File: src/rtl/mux_rr_arbiter_if.sv
// Requester-side bundle for the shared 4:1 mux: requests/data in, grant/select/output back.
// master = requester blocks, slave = the arbiter.
interface mux_rr_arbiter_if;
    logic [3:0] req;
    logic [3:0] d;
    logic [3:0] gnt;
    logic [1:0] sel;
    logic       valid;
    logic       y;

    modport master (
        output req,
        output d,
        input  gnt,
        input  sel,
        input  valid,
        input  y
    );

    modport slave (
        input  req,
        input  d,
        output gnt,
        output sel,
        output valid,
        output y
    );
endinterface

File: src/rtl/mux_rr_arbiter.sv
// Round-robin arbiter sharing one 4:1 single-bit mux; grant held up to MAX_HOLD cycles, 1-cycle grant latency.
// Optional macro MUX_OUT_REG_EN registers y/valid (one extra cycle of output latency); no backpressure, requesters hold req.
module mux_rr_arbiter #(
    parameter int MAX_HOLD = 4
) (
    input  logic              clk,
    input  logic              rst,
    mux_rr_arbiter_if.slave   arb
);

    localparam int CNT_W = 5;

    typedef enum logic [0:0] {
        ST_IDLE  = 1'b0,
        ST_GRANT = 1'b1
    } state_t;

    state_t             r_state;
    logic [3:0]         r_gnt;
    logic [1:0]         r_sel;
    logic [1:0]         r_ptr;
    logic [CNT_W-1:0]   r_cnt;

    logic [2:0]         w_idle_pick;
    logic [2:0]         w_rel_pick;
    logic               w_expire;
    logic               w_release;
    logic               w_grant_act;
    logic               w_mux_out;

    // Returns {found, index} of the first set request, scanning start, start+1, ... mod 4.
    function automatic logic [2:0] rr_pick(input logic [3:0] req, input logic [1:0] start);
        logic       found;
        logic [1:0] idx;
        logic [1:0] cand;
        found = 1'b0;
        idx   = 2'd0;
        for (int k = 0; k < 4; k++) begin
            cand = start + 2'(k);
            if (!found && req[cand]) begin
                found = 1'b1;
                idx   = cand;
            end
        end
        return {found, idx};
    endfunction

    // Scanning from sel+1 puts the current holder last, so it only wins when alone.
    assign w_idle_pick = rr_pick(arb.req, r_ptr);
    assign w_rel_pick  = rr_pick(arb.req, r_sel + 2'd1);
    assign w_expire    = (r_cnt == CNT_W'(MAX_HOLD - 1));
    assign w_release   = !arb.req[r_sel] || w_expire;

    always_ff @(posedge clk) begin
        if (rst) begin
            r_state <= ST_IDLE;
            r_gnt   <= 4'b0000;
            r_sel   <= 2'd0;
            r_ptr   <= 2'd0;
            r_cnt   <= '0;
        end else begin
            case (r_state)
                ST_IDLE: begin
                    if (w_idle_pick[2]) begin
                        r_gnt   <= 4'b0001 << w_idle_pick[1:0];
                        r_sel   <= w_idle_pick[1:0];
                        r_cnt   <= '0;
                        r_state <= ST_GRANT;
                    end
                end
                ST_GRANT: begin
                    if (w_release) begin
                        r_ptr <= r_sel + 2'd1;
                        r_cnt <= '0;
                        if (w_rel_pick[2]) begin
                            r_gnt <= 4'b0001 << w_rel_pick[1:0];
                            r_sel <= w_rel_pick[1:0];
                        end else begin
                            r_gnt   <= 4'b0000;
                            r_state <= ST_IDLE;
                        end
                    end else begin
                        r_cnt <= r_cnt + 1'b1;
                    end
                end
                default: begin
                    r_state <= ST_IDLE;
                    r_gnt   <= 4'b0000;
                end
            endcase
        end
    end

    assign w_grant_act = (r_state == ST_GRANT);
    assign w_mux_out   = w_grant_act ? arb.d[r_sel] : 1'b0;

    assign arb.gnt = r_gnt;
    assign arb.sel = r_sel;

`ifdef MUX_OUT_REG_EN
    logic r_valid;
    logic r_y;

    always_ff @(posedge clk) begin
        if (rst) begin
            r_valid <= 1'b0;
            r_y     <= 1'b0;
        end else begin
            r_valid <= w_grant_act;
            r_y     <= w_mux_out;
        end
    end

    assign arb.valid = r_valid;
    assign arb.y     = r_y;
`else
    assign arb.valid = w_grant_act;
    assign arb.y     = w_mux_out;
`endif

endmodule

File: src/flat_wrapper.sv
// flat-port wrapper written by rule: the top's interface ports become plain ports
module mux_rr_arbiter_flat 
#(
    parameter int MAX_HOLD = 4
)
  (clk, rst, arb_req, arb_d, arb_gnt, arb_sel, arb_valid, arb_y);
  mux_rr_arbiter_if arb_i ();
  input  logic clk;
  input  logic rst;
  input wire logic [$bits(arb_i.req)-1:0] arb_req;
  input wire logic [$bits(arb_i.d)-1:0] arb_d;
  output wire logic [$bits(arb_i.gnt)-1:0] arb_gnt;
  output wire logic [$bits(arb_i.sel)-1:0] arb_sel;
  output wire logic [$bits(arb_i.valid)-1:0] arb_valid;
  output wire logic [$bits(arb_i.y)-1:0] arb_y;
  assign arb_i.req = arb_req;
  assign arb_i.d = arb_d;
  assign arb_gnt = arb_i.gnt;
  assign arb_sel = arb_i.sel;
  assign arb_valid = arb_i.valid;
  assign arb_y = arb_i.y;
  mux_rr_arbiter #(.MAX_HOLD(MAX_HOLD)) u_core (.clk(clk), .rst(rst), .arb(arb_i));
endmodule
File: config.mk
export PLATFORM = sky130hd
export DESIGN_NAME = mux_rr_arbiter_flat
export DESIGN_NICKNAME = d
export VERILOG_FILES = /design/src/rtl/mux_rr_arbiter_if.sv /design/src/rtl/mux_rr_arbiter.sv /design/src/flat_wrapper.sv
export SDC_FILE = /design/constraint.sdc
export NUM_CORES = 1
export LEC_CHECK = 0
export CAP_MARGIN = 0
export CORE_MARGIN = 2
export CORE_UTILIZATION = 45
export CTS_CLUSTER_DIAMETER = 50
export DETAILED_ROUTE_END_ITERATION = 8
export PLACE_DENSITY = 0.71
export SYNTH_ARGS = -nofsm -noshare
export SYNTH_HDL_FRONTEND = slang
export SYNTH_SLANG_ARGS = --single-unit
File: constraint.sdc
create_clock -name clk -period 3.7 [get_ports clk]
set_clock_uncertainty 0.2 [all_clocks]
set_input_delay 1.11 -clock clk [delete_from_list [all_inputs] [get_ports clk]]
set_output_delay 1.11 -clock clk [all_outputs]
set_load 0.02 [all_outputs]
# After elaboration in Yosys (flattened, before gate mapping)
# Index checks and enable logic that the tools add are counted.
# classes
muxes	52
addsub	8
reduce_logical	17
magnitude_cmp	9
bitwise	1
n_shift	2
eq_ne	4
# ops
cell	count
2-bit by 3-bit < comparator with 1-bit output, second input constant	9
1-bit two-way mux	22
2-bit two-way mux	11
1-bit binary-select mux with 2-bit select	10
4-bit two-way mux	3
5-bit two-way mux	2
5-bit case mux with 2 select lines	1
2-bit adder, second input constant	4
4-bit case mux with 2 select lines	1
1-bit by 2-bit left shift with 4-bit output, first input constant	2
1-bit logical NOT	7
2-bit by 1-bit adder with 2-bit output, second input constant	3
1-bit logical AND	6
5-bit by 1-bit adder with 5-bit output, second input constant	1
5-bit by 2-bit equality test with 1-bit output, second input constant	1
2-bit inequality test, second input constant	2
2-bit case mux with 2 select lines	1
2-bit AND reduction	2
3-bit AND reduction	1
2-bit by 1-bit inequality test with 1-bit output, second input constant	1
1-bit case mux with 2 select lines	1
1-bit logical OR	1
1-bit inverter	1
# word_totals
wordCells	98
register_bits	14
in_bits	10

# Longest topological paths before layout
# Gate-level depths: netlist of run 1.
# logic_depth
word_depth	17
mapped_depth	7
ltp_nobuf	6

# Least setup slack after synthesis of run 1
# No wires, ideal clock.
# synth_timing
path_type	input port to output port
from	input arb_d[1]
to	output arb_y
stages	2
n_path_buf	0
t_required_ns	2.390
path_slack_ns	0.590
t_arrival_ns	1.800
cell_sequence	mux4_1 and2_1
# synth_between
elab_chain_len	3
# synth_rtl
item	line	source
start: declaration	flat_wrapper.sv:11	input wire logic [$bits(arb_i.d)-1:0] arb_d;
1-bit binary-select mux with 2-bit select	mux_rr_arbiter.sv:95	assign w_mux_out = w_grant_act ? arb.d[r_sel] : 1'b0;
1-bit two-way mux (not written as such)	mux_rr_arbiter.sv:95	
1-bit two-way mux	mux_rr_arbiter.sv:95	
end: declaration	flat_wrapper.sv:15	output wire logic [$bits(arb_i.y)-1:0] arb_y;
# Every way passes these cells. The select of a mux whose other input is x is not followed.

# Worst setup path after layout of run 1
# Same ends and word-level chain as after synthesis.

==> results.ini, run 1 <==
[drt]
vias_per_cell = 5.51
first_pass_iters = 2
drtAntennaViolNets = 0
vias = 821
drc = 0
drt_wl_total_um = 1920
routedWlPerCell_um = 12.9
drtIter0Drc = 6

[setup_path]
cp_slowest_cell = mux4_1
startpoint_type = input port
r2r_cells = 4
cp_top_family = buffers and inverters
crit_start = arb_d[1]
endpoint_kind = output port
setup.worst_path.class = input port to output port
endpoint = arb_y
cp_data_arrival_time_ns = 2.29
cp_max_fo = 1
r2r_start = u_core.arb.sel[0]$_SDFFE_PP0P_
cp_num_buf_inv = 2
path_depth = 4
cp.required_ns = 2.39
crit_chain = clkdlybuf4s50_1 > mux4_1 > and2_1 > buf_2
reg2reg_to = u_core.r_ptr[0]$_SDFFE_PP0P_
ff2ff_setup_slack_ns = 1.48
cpPeakStageDelay_ns = 0.48

[synth]
synth-seq-cells = 14
synthTopCellsByCount = dfxtp_1, nor2_1, nand3_1
synth_area_leaders = dfxtp_1, nor2_1, mux2i_1
ys_types = 35
netlist_instances = 108
synth_edf_count = 0
synthMuxAreaShare = 0.105
synth_flop_cell = dfxtp_1
async_flop_share = 0
yosys.area_share.adder = 0.0133
yosys_warnings = 0
syn_area_um2 = 943
synth_top_family_by_area = simple AND/OR/NAND/NOR gates
yosys.area_share.simple = 0.298
synth-compound-area-share = 0.202
seq_area_frac_synth = 0.297
synth_top_area_share = 0.297
yosys.area.top_type = dfxtp_1
avgSynthCellArea_um2 = 8.74
synth_nets = 119
synth_xor_area_frac = 0.00928

[flow_run]
max_cap_violations = 0

[placed_design]
placed_area_mm2 = 0.00110
dp.cells = 145
io_buffers = 17
post-place-ws_ns = -0.297
post-dp-hpwl_um = 1420
gp_congestion = 0.778

[pwr]
intPower_uw = 298
vdd_drop_max_uv = 194
p_switching_uw = 142
p_per_area_mw_per_mm2 = 390
power_frac_seq = 0.423
comb_power_share = 0.324
switching_share = 0.323
clockPowerShare = 0.252
p_leak_nw = 0.407

[finish]
area_growth_pct = 19.8
diodes = 0
final_area_mm2 = 0.00113
nFillCells = 203
final_cells = 149
nets = 134
drive_gt1_frac = 0.115

[global_route]
antenna_found_initial = 0
grt_pass1_vias = 769
grt_max_degree = 17
grt_pass1_wl_um = 3330
overflow = 0
track_usage = 0.176

[outcome]
status = complete, no violations

[clock_network]
cts_inserted_buffers = 3
htree_levels = 1
clk_pin_slew_worst_paths_ns = 0.08
clock-sinks = 14
hold_buffers = 0
clockBufferDepth = 2
insertion_delay_ns = 0.28
cts_tree = built
root_buffer = clkbuf_4

[sta]
drv_slew = 0
fin_setup_tns_ns = 0
hold_viol_final = 0
worst_slew_pin_slew_ns = 0.576
slew_headroom = 0.613
setup_ws_ns = 0.0971
setup_viol = 0
rsz0062_at_grt = no
layout_min_cycle_time_ns = 3.60
max_freq_mhz = 278
fin_crit_sh = 0.974

[die]
rows = 16
chipHeight_um = 49.8
num_io_pins = 18
fp.dieW_um = 49.8
dieArea_mm2 = 0.00248
core-area_mm2 = 0.00196
start_util = 0.481

[hold_path]
min_path_type = register to register
worstHoldPathCells = 2

final cells by class:
type / count / area, µm² / share of cell area
Timing Repair Buffer: 18 / 173 / 0.153
Multi-Input combinational cell: 82 / 592 / 0.524
Clock buffer: 4 / 36.3 / 0.0321
Tap cell: 27 / 33.8 / 0.0299
Sequential cell: 14 / 280 / 0.248
Inverter: 4 / 15.0 / 0.0133
power by group through the flow:
stage / Clock [mW] / Combinational (mW) / Sequential [mW]
after floorplan: 0 / 0.102 / 0.190
after global placement: 0 / 0.142 / 0.188
after detailed placement: 0 / 0.145 / 0.190
after CTS: 0.117 / 0.144 / 0.186
after global routing: 0.124 / 0.156 / 0.189
final: 0.111 / 0.143 / 0.186
worst register-to-register path: stages, from the launching register on:
cell and delay [ns]:
dfxtp_1 0.56, mux4_2 0.58, a21boi_0 0.42, mux2i_1 0.24
nor2b_1 0.16
worst min path at each step:
stage                                               from                        endpoint  slack, ns
final                     u_core.arb.gnt[3]$_SDFFE_PP0P_  u_core.arb.gnt[3]$_SDFFE_PP0P_       0.31
after global routing      u_core.arb.gnt[3]$_SDFFE_PP0P_  u_core.arb.gnt[3]$_SDFFE_PP0P_       0.33
after CTS                 u_core.arb.gnt[3]$_SDFFE_PP0P_  u_core.arb.gnt[3]$_SDFFE_PP0P_       0.31
after detailed placement  u_core.arb.gnt[0]$_SDFFE_PP0P_  u_core.arb.gnt[0]$_SDFFE_PP0P_       0.29
after global placement    u_core.arb.gnt[2]$_SDFFE_PP0P_  u_core.arb.gnt[2]$_SDFFE_PP0P_       0.29
after floorplan             u_core.r_cnt[4]$_SDFFE_PP0P_    u_core.r_cnt[4]$_SDFFE_PP0P_       0.28
sequential cells by signal (all words and copies together) (netlist names):
| signal | count |
|---|---|
| u_core.r_ptr | 2 |
| u_core.r_cnt | 5 |
| u_core.arb.gnt | 4 |
| u_core.arb.sel | 2 |
| u_core.arb.valid | 1 |
per-stage QoR:
step                      hold slack, ns  total power, mW   util
after detailed placement           0.294            0.334  0.560
after global placement             0.286            0.331  0.560
after global routing               0.326            0.469  0.576
after floorplan                    0.280            0.292      -
after CTS                          0.313            0.447  0.576
final                              0.305            0.440  0.576
cell families (layout without fill, tap and decap cells):
group / Yosys count / in the layout
AOI/OAI and AO/OA: 28 / 28
xor gates and xnor gates: 1 / 1
adders and majority gates: 1 / 1
buffers and inverters: 12 / 26
DFF: 14 / 14
muxes: 7 / 7
and+or+nand+nor: 45 / 45
cells in the final DEF, fill, tap and decap left out, drive strengths merged:
cell type      count
xnor2              1
a21boi             2
a31oi              2
and3               1
clkbuf             4
a21oi              6
ha                 1
or4b               1
dfxtp             14
nor4               1
mux2i              5
nor2b              2
or3                3
buf                2
o2bb2a             1
and2b              1
and2               1
mux4               2
nand2b             3
nand3b             4
nand3              7
a211oi             5
o21ai              5
a22oi              1
clkdlybuf4s50     16
nand2              3
inv                4
nor2              16
a311oi             5
o22a               1
or3b               2
routing by layer:
layer | wire (µm) | global-route usage | vias up
met5 | 0 | 0 | -
met4 | 25 | 0.0694 | 0
met3 | 53 | 0.0394 | 4
met2 | 914 | 0.298 | 9
met1 | 928 | 0.216 | 385
li1 | - | - | 423
repair_timing:
| action | CTS | global route |
|---|---|---|
| setup endpoints to repair | 1 | 0 |
| gates resized for setup | 4 | 0 |
| buffers inserted | 0 | 0 |
Power figures use the tool's default switching activity.
==> run 2, diff against run 1 <==
--- a/config.mk
+++ b/config.mk
@@ -5,12 +5,14 @@
 export SDC_FILE = /design/constraint.sdc
 export NUM_CORES = 1
 export LEC_CHECK = 0
+export ABC_CLOCK_PERIOD_IN_PS = 3700
 export CAP_MARGIN = 0
 export CORE_MARGIN = 2
 export CORE_UTILIZATION = 45
 export CTS_CLUSTER_DIAMETER = 50
 export DETAILED_ROUTE_END_ITERATION = 8
 export PLACE_DENSITY = 0.71
+export SKIP_CTS_REPAIR_TIMING = 1
 export SYNTH_ARGS = -nofsm -noshare
 export SYNTH_HDL_FRONTEND = slang
 export SYNTH_SLANG_ARGS = --single-unit
==> run 2 against run 1 <==
Net effect:
- fmax is 1.3% lower
- die area is the same
- power up 0.23%
- sequential share of layout area down 0.16 points
- first-iteration DRC count did not move
- critical path depth did not move
- via count unchanged
- non-clock buffer count unchanged
- largest cell class unchanged
- combinational power is essentially flat
==> results.ini, run 2 (synthesis results as in run 1) <==
[outcome]
status = complete, no violations

[sta]
slew_headroom = 0.613  ; unchanged
rsz0062_at_grt = no
worst_slew_pin_slew_ns = 0.576  ; -0.0000000596 ns
hold_viol_final = 0  ; unchanged
layout_min_cycle_time_ns = 3.65  ; +0.0485 ns
max_freq_mhz = 274  ; -1.3%
fin_crit_sh = 0.987  ; +0.0131
setup_viol = 0  ; unchanged
drv_slew = 0  ; unchanged
holdWs_ns = 0.305  ; unchanged

[flow_run]
max_cap_violations = 0  ; unchanged

[clock_network]
clk_pin_slew_worst_paths_ns = 0.08  ; about the same
root_buffer = clkbuf_4
htree_levels = 1  ; unchanged
insertion_delay_ns = 0.28  ; about the same
cts_inserted_buffers = 3  ; unchanged
cts_tree = built
clockBufferDepth = 2  ; unchanged
clock-sinks = 14  ; unchanged

[global_route]
track_usage = 0.176  ; unchanged
overflow = 0  ; unchanged
grt_max_degree = 17  ; unchanged
grt_pass1_vias = 774  ; +0.65%
antenna_found_initial = 0  ; unchanged
grt_pass1_wl_um = 3330  ; unchanged

[die]
rows = 16  ; unchanged
start_util = 0.481  ; unchanged
dieArea_mm2 = 0.00248  ; unchanged
fp.dieW_um = 49.8  ; unchanged
num_io_pins = 18  ; unchanged
core-area_mm2 = 0.00196  ; unchanged
chipHeight_um = 49.8  ; unchanged

[finish]
final_cell_mix = clkdlybuf4s50_1, nor2_1, dfxtp_1, nand3_1, a21oi_1
top_register = u_core.r_cnt
final-seq-area_um2 = 280  ; unchanged
multiInputGateArea_um2 = 592  ; unchanged
diodes = 0  ; unchanged
largest_reg_flops = 5  ; unchanged
nets = 134  ; unchanged
area_growth_pct = 20.6
final_common_cell = clkdlybuf4s50_1
nFillCells = 203  ; unchanged
final_area_mm2 = 0.00114  ; +0.66%
final_cells = 149  ; unchanged
drive_gt1_frac = 0.107  ; -0.00820

[setup_path]
cp_num_buf_inv = 2  ; unchanged
cp_data_arrival_time_ns = 2.34  ; +0.05 ns
cpPeakStageDelay_ns = 0.48  ; about the same
cp.required_ns = 2.39  ; about the same
cp_top_family = buffers and inverters
cp_slowest_cell = mux4_1
endpoint_kind = output port
cp_max_fo = 1  ; unchanged
startpoint_type = input port
crit_chain = clkdlybuf4s50_1 > mux4_1 > and2_1 > dlymetal6s2s_1
setup.worst_path.class = input port to output port

[drt]
drtIter0Drc = 6  ; unchanged
drt_wl_total_um = 1920  ; -0.10%
vias = 821  ; unchanged
drc = 0  ; unchanged
first_pass_iters = 2  ; unchanged
routedWlPerCell_um = 12.9  ; -0.10%
drtAntennaViolNets = 0  ; unchanged
vias_per_cell = 5.51  ; unchanged

[pwr]
power_uw = 441  ; +0.23%
p_per_area_mw_per_mm2 = 388  ; -0.43%
p_leak_nw = 0.420  ; +3.2%
vdd_drop_max_uv = 194  ; about the same

[placed_design]
io_buffers = 17  ; unchanged
gp_congestion = 0.778  ; unchanged
dp.cells = 145  ; unchanged
post-dp-hpwl_um = 1420  ; unchanged
placed_area_mm2 = 0.00110  ; unchanged

[hold_path]
min_path_type = register to register

[run 2: cell type report]
type,instances,share of cell area
multi-input cells,82,0.520
well taps,27,0.0297
flip-flops and latches,14,0.246
inverters,4,0.0132
clock buffers,4,0.0319
repair buffers,18,0.158
[run 2: metal layers]
layer / vias to the layer above / wire length [µm] / GRT usage
met4: 0 / 25 / 0.0694
met5: - / 0 / 0
met1: 385 / 928 / 0.216
met2: 9 / 912 / 0.298
li1: 423 / - / -
met3: 4 / 53 / 0.0394
[run 2: report_power, final]
part	internal [mW]	switching, mW
Clock	0.0598	0.0513
Combinational	0.0744	0.0695
Sequential	0.165	0.0212
[run 2: worst register-to-register path, stage by stage, from the launching register on]
cell and delay [ns]:
dfxtp_1 0.56, mux4_2 0.58, a21boi_0 0.42, mux2i_1 0.24
nor2b_1 0.16
[run 2: path summary, 6_finish.rpt]
kind | startpoint | endpoint | slack [ns] | cells past startpoint
min reg2reg | u_core.arb.gnt[3]$_SDFFE_PP0P_ | u_core.arb.gnt[3]$_SDFFE_PP0P_ | 0.31 | 2
max reg2reg | u_core.arb.sel[0]$_SDFFE_PP0P_ | u_core.r_ptr[0]$_SDFFE_PP0P_ | 1.48 | 4
min | u_core.arb.gnt[3]$_SDFFE_PP0P_ | u_core.arb.gnt[3]$_SDFFE_PP0P_ | 0.31 | 2
max | arb_d[1] | arb_y | 0.05 | 4
[run 2: through the flow]
stage / TNS [ns] / worst slack (ns) / util
2_1_floorplan: 0 / 0.590 / -
3_3_place_gp: -0.279 / -0.279 / 0.560
3_5_place_dp: -0.297 / -0.297 / 0.560
4_1_cts: -0.297 / -0.297 / 0.578
5_1_grt: 0 / 0.00695 / 0.580
6_report: 0 / 0.0486 / 0.580
==> run 3, diff against run 2 <==
--- a/config.mk
+++ b/config.mk
@@ -12,7 +12,7 @@
 export CTS_CLUSTER_DIAMETER = 50
 export DETAILED_ROUTE_END_ITERATION = 8
 export PLACE_DENSITY = 0.71
-export SKIP_CTS_REPAIR_TIMING = 1
+export RECOVER_POWER = 50
 export SYNTH_ARGS = -nofsm -noshare
 export SYNTH_HDL_FRONTEND = slang
 export SYNTH_SLANG_ARGS = --single-unit
==> run 3 against run 2 <==
Net effect:
- setup slack improved by 0.049 ns
- cell count unchanged
- count of clock-buffer cells in the layout unchanged
- core utilization decreased by 0.64 points
- wire length increased by 0.26%
- non-clock buffer count unchanged
- power decreased by 1.3%
- worst hold slack got worse by 0.0020 ns
- flip-flop and latch count unchanged
- global-route usage unchanged
- die area unchanged
- critical path type unchanged
- critical endpoint unchanged
- largest cell class unchanged
==> results.ini, run 3 (synthesis results as in run 1) <==
[outcome]
status = complete, no violations

[drt]
drc = 0  ; unchanged
first_pass_iters = 3  ; +1
routedWlPerCell_um = 12.9  ; +0.26%
vias = 822  ; +0.12%
drt_wl_total_um = 1930  ; +0.26%
drtAntennaViolNets = 0  ; unchanged
vias_per_cell = 5.52  ; +0.12%
drtIter0Drc = 4  ; -2

[placed_design]
placed_area_mm2 = 0.00110  ; unchanged
post-dp-hpwl_um = 1420  ; unchanged
post-place-ws_ns = -0.297  ; unchanged
io_buffers = 17  ; unchanged
gp_congestion = 0.778  ; unchanged

[setup_path]
cp_data_arrival_time_ns = 2.29  ; -0.05 ns
crit_chain = clkdlybuf4s50_1 > mux4_1 > and2_1 > buf_2
cp_max_fo = 1  ; unchanged
cp_slowest_cell = mux4_1
setup.worst_path.class = input port to output port
cp.required_ns = 2.39  ; about the same
endpoint_kind = output port
cpPeakStageDelay_ns = 0.48  ; about the same
startpoint_type = input port

[sta]
rsz0062_at_grt = no
fin_crit_sh = 0.974  ; -0.0131
holdWs_ns = 0.303  ; -0.00201 ns
max_freq_mhz = 278  ; +1.3%
setup_viol = 0  ; unchanged
drv_slew = 0  ; unchanged
setup_ws_ns = 0.0971  ; +0.0485 ns
slew_headroom = 0.609  ; -0.00465
hold_viol_final = 0  ; unchanged
worst_slew_pin_slew_ns = 0.583  ; +0.00693 ns
layout_min_cycle_time_ns = 3.60  ; -0.0485 ns

[clock_network]
cts_tree = built
insertion_delay_ns = 0.28  ; about the same
htree_levels = 1  ; unchanged
cts_inserted_buffers = 3  ; unchanged
clock-sinks = 14  ; unchanged
hold_buffers = 0
root_buffer = clkbuf_4
clockBufferDepth = 2  ; unchanged
clk_pin_slew_worst_paths_ns = 0.08  ; about the same

[finish]
diodes = 0  ; unchanged
drive_gt1_frac = 0.107  ; unchanged
area_growth_pct = 19.2
largest_reg_flops = 5  ; unchanged
final_area_mm2 = 0.00112  ; -1.1%
nets = 134  ; unchanged
final_cell_mix = nor2_1, dfxtp_1, clkdlybuf4s50_1, nand3_1
top_register = u_core.r_cnt

[hold_path]
min_path_type = register to register

[global_route]
overflow = 0  ; unchanged
grt_max_degree = 17  ; unchanged
track_usage = 0.176  ; unchanged
antenna_found_initial = 0  ; unchanged
grt_pass1_vias = 769  ; -0.65%
grt_pass1_wl_um = 3330  ; unchanged

[pwr]
vdd_drop_max_uv = 191  ; -1.4%
power_frac_seq = 0.426  ; +0.004
intPower_uw = 294  ; -1.8%
switching_share = 0.325  ; +0.00363
clockPowerShare = 0.256  ; +0.004
p_per_area_mw_per_mm2 = 387  ; -0.19%
power_uw = 436  ; -1.3%
p_switching_uw = 142  ; -0.17%
comb_power_share = 0.318  ; -0.008
p_leak_nw = 0.420  ; about the same

[die]
core-area_mm2 = 0.00196  ; unchanged
dieArea_mm2 = 0.00248  ; unchanged
chipHeight_um = 49.8  ; unchanged
rows = 16  ; unchanged
fp.dieW_um = 49.8  ; unchanged
num_io_pins = 18  ; unchanged
start_util = 0.481  ; unchanged

[flow_run]
max_cap_violations = 0  ; unchanged

[run 3: power groups by stage]
stage | Combinational [mW] | Clock (mW) | Sequential [mW]
2_1_floorplan | 0.102 | 0 | 0.190
3_3_place_gp | 0.142 | 0 | 0.188
3_5_place_dp | 0.145 | 0 | 0.190
4_1_cts | 0.144 | 0.117 | 0.186
5_1_grt | 0.152 | 0.124 | 0.189
6_report | 0.139 | 0.111 | 0.186
[run 3: final timing paths]
kind              slack (ns)                        endpoint  cells after the start                           start
hold reg to reg         0.30  u_core.arb.gnt[0]$_SDFFE_PP0P_                      2  u_core.arb.gnt[0]$_SDFFE_PP0P_
setup reg to reg        1.44  u_core.arb.gnt[1]$_SDFFE_PP0P_                      5  u_core.arb.sel[0]$_SDFFE_PP0P_
hold / removal          0.30  u_core.arb.gnt[0]$_SDFFE_PP0P_                      2  u_core.arb.gnt[0]$_SDFFE_PP0P_
setup / recovery         0.1                           arb_y                      4                        arb_d[1]
[run 3: critical path: cells and delay by family]
kind / cells / cell delay (ns)
muxes: 1 / 0.48
buffers and inverters: 2 / 0.54
and+or+nand+nor: 1 / 0.16
[run 3: metal layers]
| layer | part of all wire | up-vias | global-route usage |
|---|---|---|---|
| met3 | 0.028 | 4 | 0.0394 |
| met4 | 0.013 | 0 | 0.0694 |
| met5 | 0 | - | 0 |
| met2 | 0.47 | 9 | 0.298 |
| li1 | - | 423 | - |
| met1 | 0.48 | 386 | 0.216 |
[run 3: layout make-up]
class                      count  area, µm²
clock buffer                   4       36.3
timing repair buffer          18        173
tap                           27       33.8
multi-input combinational     82        587
inverter                       4       15.0
sequential                    14        280
fill                         204        837
[run 3: repair_timing]
item | 4_1_cts | 5_1_grt
endpoints found under the setup margin | 1 | 0
buffers inserted | 0 | 0
gates resized for setup | 4 | 0
[run 3: per-stage QoR]
stage / std cells / setup TNS [ns] / utilization
after floorplan: 108 / 0 / -
after global placement: 145 / -0.279 / 0.560
after detailed placement: 145 / -0.297 / 0.560
after CTS: 149 / 0 / 0.576
after global routing: 149 / 0 / 0.573
final: 149 / 0 / 0.573
